<file path="src/rtl/tx_framer_pkg.sv">
// Shared line-coding symbols and framer state encoding, used by tx_framer and
// by the receive-side demux.
package tx_framer_pkg;

  localparam int DATA_W = 8;

  localparam logic [DATA_W-1:0] SYM_COM = 8'hBC;
  localparam logic [DATA_W-1:0] SYM_SKP = 8'h1C;
  localparam logic [DATA_W-1:0] SYM_STP = 8'hFB;
  localparam logic [DATA_W-1:0] SYM_SDP = 8'h5C;
  localparam logic [DATA_W-1:0] SYM_END = 8'hFD;
  localparam logic [DATA_W-1:0] SYM_IDL = 8'h7C;

  typedef enum logic [2:0] {
    ST_IDLE,
    ST_START,
    ST_DATA,
    ST_ENDS,
    ST_SKP_COM,
    ST_SKP_1,
    ST_SKP_2,
    ST_SKP_3
  } state_t;

endpackage

</file>
<file path="src/rtl/tx_framer_skp_timer.sv">
// Free-running SKP interval counter with a single-entry pending flag.
module skp_timer #(
  parameter int SKP_INTERVAL = 64
) (
  input  logic clk_1m,
  input  logic reset,
  input  logic skp_take,
  output logic skp_pending
);

  localparam int CNT_W = (SKP_INTERVAL > 1) ? $clog2(SKP_INTERVAL) : 1;
  localparam logic [CNT_W-1:0] CNT_MAX = CNT_W'(SKP_INTERVAL - 1);

  logic [CNT_W-1:0] cnt;
  logic             expire;

  assign expire = (cnt == CNT_MAX);

  // An expiry landing on the same edge as the take re-arms the flag, so that
  // interval is not lost; otherwise expiries while pending simply merge.
  always_ff @(posedge clk_1m) begin
    if (reset) begin
      cnt         <= '0;
      skp_pending <= 1'b0;
    end else begin
      cnt <= expire ? '0 : cnt + 1'b1;
      if (expire)
        skp_pending <= 1'b1;
      else if (skp_take)
        skp_pending <= 1'b0;
    end
  end

endmodule

</file>
<file path="src/rtl/tx_framer.sv">
// Packet framer: wraps upstream bytes in STP/SDP ... END, fills gaps with IDL
// and inserts COM,SKP,SKP,SKP ordered sets between packets.
module tx_framer
  import tx_framer_pkg::*;
#(
  parameter int SKP_INTERVAL = 64
) (
  input  logic       clk_1m,
  input  logic       reset,
  input  logic [7:0] data_in,
  input  logic       valid_in,
  input  logic       last_in,
  input  logic       dllp_in,
  output logic       ready_out,
  output logic [7:0] data_out,
  output logic       k_out,
  output logic       underrun_err
);

  state_t      state, state_nxt;
  logic        dllp_q, dllp_nxt;
  logic [7:0]  data_nxt;
  logic        k_nxt;
  logic        underrun_nxt;
  logic        skp_pending;
  logic        skp_take;

  skp_timer #(.SKP_INTERVAL(SKP_INTERVAL)) u_skp_timer (
    .clk_1m      (clk_1m),
    .reset       (reset),
    .skp_take    (skp_take),
    .skp_pending (skp_pending)
  );

  assign ready_out = (state == ST_DATA);
  assign skp_take  = (state_nxt == ST_SKP_COM);

  always_comb begin
    state_nxt    = state;
    dllp_nxt     = dllp_q;
    data_nxt     = SYM_IDL;
    k_nxt        = 1'b1;
    underrun_nxt = 1'b0;
    case (state)
      ST_IDLE, ST_ENDS: begin
        data_nxt = (state == ST_ENDS) ? SYM_END : SYM_IDL;
        if (skp_pending) begin
          state_nxt = ST_SKP_COM;
        end else if (valid_in) begin
          state_nxt = ST_START;
          dllp_nxt  = dllp_in;
        end else begin
          state_nxt = ST_IDLE;
        end
      end
      ST_START: begin
        data_nxt  = dllp_q ? SYM_SDP : SYM_STP;
        state_nxt = ST_DATA;
      end
      ST_DATA: begin
        if (valid_in) begin
          data_nxt = data_in;
          k_nxt    = 1'b0;
          if (last_in)
            state_nxt = ST_ENDS;
        end else begin
          underrun_nxt = 1'b1;
        end
      end
      ST_SKP_COM: begin
        data_nxt  = SYM_COM;
        state_nxt = ST_SKP_1;
      end
      ST_SKP_1: begin
        data_nxt  = SYM_SKP;
        state_nxt = ST_SKP_2;
      end
      ST_SKP_2: begin
        data_nxt  = SYM_SKP;
        state_nxt = ST_SKP_3;
      end
      ST_SKP_3: begin
        data_nxt = SYM_SKP;
        if (valid_in) begin
          state_nxt = ST_START;
          dllp_nxt  = dllp_in;
        end else begin
          state_nxt = ST_IDLE;
        end
      end
      default: state_nxt = ST_IDLE;
    endcase
  end

  // Output stage: line byte and flags registered one cycle after the state.
  always_ff @(posedge clk_1m) begin
    if (reset) begin
      state        <= ST_IDLE;
      dllp_q       <= 1'b0;
      data_out     <= SYM_IDL;
      k_out        <= 1'b1;
      underrun_err <= 1'b0;
    end else begin
      state        <= state_nxt;
      dllp_q       <= dllp_nxt;
      data_out     <= data_nxt;
      k_out        <= k_nxt;
      underrun_err <= underrun_nxt;
    end
  end

endmodule
</file>
<file path="config.mk">
export PLATFORM = sky130hd
export DESIGN_NAME = tx_framer
export DESIGN_NICKNAME = d
export VERILOG_FILES = /design/src/rtl/tx_framer_pkg.sv /design/src/rtl/tx_framer_skp_timer.sv /design/src/rtl/tx_framer.sv
export SDC_FILE = /design/constraint.sdc
export NUM_CORES = 1
export LEC_CHECK = 0
export ABC_AREA = 1
export CAP_MARGIN = 20
export CORE_MARGIN = 5
export CORE_UTILIZATION = 35
export DETAILED_ROUTE_END_ITERATION = 8
export HOLD_SLACK_MARGIN = 0.06
export PLACE_DENSITY_LB_ADDON = 0.05
export SLEW_MARGIN = 20
export SYNTH_ARGS = -nofsm -noshare
export SYNTH_HDL_FRONTEND = slang
export SYNTH_SLANG_ARGS = --single-unit
export TNS_END_PERCENT = 30
</file>
<file path="constraint.sdc">
create_clock -name clk_1m -period 3.4 [get_ports clk_1m]
set_clock_uncertainty 0.2 [all_clocks]
set_input_delay 0.68 -clock clk_1m [delete_from_list [all_inputs] [get_ports clk_1m]]
set_output_delay 0.68 -clock clk_1m [all_outputs]
set_load 0.005 [all_outputs]
</file>
==> out/qor.csv <==
stage,metric,value,unit
clock_network,cts_sinks,21,
timing,fin_crit_sh,72.5,%
final_layout,fin_area,1130,µm²
outcome,status,finished clean,
placement,dp.cells,159,
logic_synthesis,synth_mux_area_share,0,%
power,peakVddDrop,0.271,mV
drt,drc,0,
worst_setup_path,reg2reg_slack,1.93,ns
logic_synthesis,ys_seq_elements,21,
clock_network,cts_tree,yes,
drt,ant_nets,0,
floorplan,die_w,59.1,µm
worst_setup_path,end_kind,output pin,
timing,worst_slew_pin_slew,0.488,ns
logic_synthesis,syn_inst,109,
power,pwr-share-clk,25.9,%
placement,placed_area,1100,µm²
timing,drv_slew,0,
logic_synthesis,synth.cell_area,843,µm²
worst_setup_path,critPathRequiredTime,2.52,ns
run,maxCapViolCount,0,
placement,dp_hpwl,1370,µm
timing,rsz0062_at_grt,no,
grt,grt_max_degree,12,
min_path,min_from,u_skp_timer.cnt[0]$_SDFF_PP0_,
final_layout,finalNetCount,150,
final_layout,multi_input_area,354,µm²
clock_network,ctsHtreeMaxLevel,1,
logic_synthesis,synthSimpleGateAreaFrac,32.0,%
logic_synthesis,synth_top_family_by_area,simple AND/OR/NAND/NOR gates,
clock_network,root_buffer,clkbuf_4,
worst_setup_path,r2r-end,u_skp_timer.cnt[5]$_SDFF_PP0_,
power,design_power_total,462,µW
logic_synthesis,synth.distinct_cells,20,
timing,hold_viol_final,0,
final_layout,ff_latch_area,420,µm²
min_path,min_path_type,flop to flop,
clock_network,cts_resized,0,
timing,max_freq,405,MHz
logic_synthesis,synthAdderAreaFrac,1.48,%
drt,first_iter_violations,15,
logic_synthesis,synth_warnings,0,
grt,grt_pass1_wl,2790,µm
floorplan,dieArea,3490,µm²
logic_synthesis,synth_compound_area_share,8.46,%
grt,grt.overflow.total,0,
drt,drt-total-wl,1760,µm
floorplan,start_util,37.4,%
worst_setup_path,worstPathMaxFanout,4,
worst_setup_path,reg2regPathDepth,8,
grt,grt.total_usage,10.7,%
power,power.density,409,nW/µm²
placement,gp_congestion,0.800,
clock_network,cts_buffers,3,
final_layout,fill_cells,231,
power,p_sw_share,25.6,%
clock_network,cts_hold_buf,0,
power,power.share.sequential,57.7,%
logic_synthesis,seq_area_frac_synth,49.9,%
logic_synthesis,avgSynthCellArea,7.74,µm²
drt,vias,736,
worst_setup_path,cp.arrival,1.59,ns
power,intPower,344,µW
logic_synthesis,synth_xor_xnor_area_share,0,%
logic_synthesis,syn_nets,123,
worst_setup_path,critPathLaunchType,flop,
timing,finalSetupTns,0,ns
logic_synthesis,synth_flop_cell,dfxtp_1,
logic_synthesis,synth_edf_count,0,
floorplan,io_pins,24,
drt,post_drt_wl_per_cell,10.8,µm
clock_network,clk_pin_slew,0.11,ns
final_layout,diodes,0,
final_layout,syn_to_final_growth,34.0,%
final_layout,drive_gt1_share,10.4,%
clock_network,clock_path_buffers,2,
drt,first_pass_iters,3,
final_layout,stdcell_count,163,
placement,portBuffers,23,
grt,grt_antenna_before_repair,0,
timing,fin_crit,2.47,ns
clock_network,worstSkewPairLatency,0.30,ns
drt,via_per_inst,4.52,
floorplan,core_area,2250,µm²
logic_synthesis,async_flop_share,0,%
grt,first_global_vias,651,
worst_setup_path,criticalPathCategory,flop to output pin,
floorplan,die_h,59.1,µm
floorplan,fp-row-count,17,
clock_network,postCtsSetupRepairBufs,0,
timing,setup_viol_count_final,0,
timing,max_slew_margin,67.4,%
power,power.leakage,0.465,nW
worst_setup_path,r2r_start,u_skp_timer.cnt[0]$_SDFF_PP0_,
power,net-switching-power,118,µW
min_path,hold_end,u_skp_timer.cnt[0]$_SDFF_PP0_,
power,combPwrFrac,16.5,%
min_path,hold_depth,1,
[worst max-delay path, stage by stage, from the launching register on]
cell             delay, ns
dfxtp_1               0.41
inv_2                 0.08
nor2_4                0.09
nand2_2               0.08
inv_1                 0.12
clkdlybuf4s50_1       0.51
[worst max path at each step]
stage / from / slack, ns / endpoint / depth (start not counted)
2_1_floorplan: valid_in / 1.84 / data_out[4]$_SDFF_PP1_ / 6
3_3_place_gp: valid_in / 1.20 / data_out[4]$_SDFF_PP1_ / 7
5_1_grt: state[1]$_SDFF_PP0_ / 0.81 / ready_out / 5
3_5_place_dp: valid_in / 1.15 / data_out[4]$_SDFF_PP1_ / 7
6_report: state[1]$_SDFF_PP0_ / 0.93 / ready_out / 5
4_1_cts: state[1]$_SDFF_PP0_ / 0.92 / ready_out / 5
[state kept, by name, indices dropped and copies added, names as in the netlist]
register                 cells
data_out                     8
u_skp_timer.cnt              6
u_skp_timer.skp_pending      1
state                        3
k_out                        1
dllp_q                       1
underrun_err                 1
[through the flow]
stage          setup WS (ns)  hold slack (ns)  util, %
5_1_grt                0.813            0.294     50.1
4_1_cts                0.918            0.266     50.1
2_1_floorplan           1.84            0.218        -
6_report               0.934            0.261     50.1
3_5_place_dp            1.15            0.246     48.9
3_3_place_gp            1.20            0.229     48.9
[synth_stat cells (2+ instances only)]
library cell,n,area (µm²)
inv_1,13,48.8
o21ai_0,5,25.0
nor3_1,3,15.0
nor2_4,3,33.8
nand2_1,21,78.8
a21oi_1,5,25.0
nor2_1,12,45.0
nand2_2,3,18.8
inv_2,4,15.0
dfxtp_1,21,420
nand3_1,8,40.0
a31oi_1,2,12.5
nand4_1,2,12.5
[routing by layer]
layer	wire length [µm]	global-route usage, %	up-vias
li1	-	-	399
met5	0	0	-
met1	855	13.5	315
met2	734	16.4	18
met3	143	3.70	4
met4	32	4.85	0
[cell usage in the layout, fill, tap and decap left out]
master,netlist,layout
o2111ai_1,1,1
nor2_4,3,3
nor2_2,1,1
clkbuf_1,0,1
nand2_2,3,3
a21oi_1,5,5
nor2_1,12,12
nand4_1,2,2
ha_1,1,1
nor3b_1,1,1
or2_1,1,1
clkbuf_4,0,3
dfxtp_1,21,21
clkdlybuf4s50_1,0,23
inv_2,4,4
nand3_1,8,8
inv_1,13,13
a31oi_1,2,2
and3_1,1,1
nor3_1,3,3
o21ai_0,5,5
nand2_1,21,21
[final cells by class]
type | instances | area share, %
inverters | 17 | 5.65
clock buffers | 4 | 2.33
flip-flops and latches | 21 | 37.2
repair buffers | 23 | 20.4
well taps | 28 | 3.10
multi-input cells | 70 | 31.3
[power by group through the flow]
stage	logic, mW	clock network (mW)	registers [mW]
floorplan	0.0385	0	0.272
global placement	0.0766	0	0.272
detailed placement	0.0762	0	0.273
CTS	0.0773	0.125	0.267
global route	0.0853	0.136	0.269
finish	0.0761	0.120	0.267
[cells by family after synthesis]
logic type	count (synthesis)
adders and majority gates	1
DFF	21
and+or+nand+nor	56
AOI/OAI and AO/OA	13
buffers and inverters	18
No activity file was read; power rests on OpenSTA's default activity.
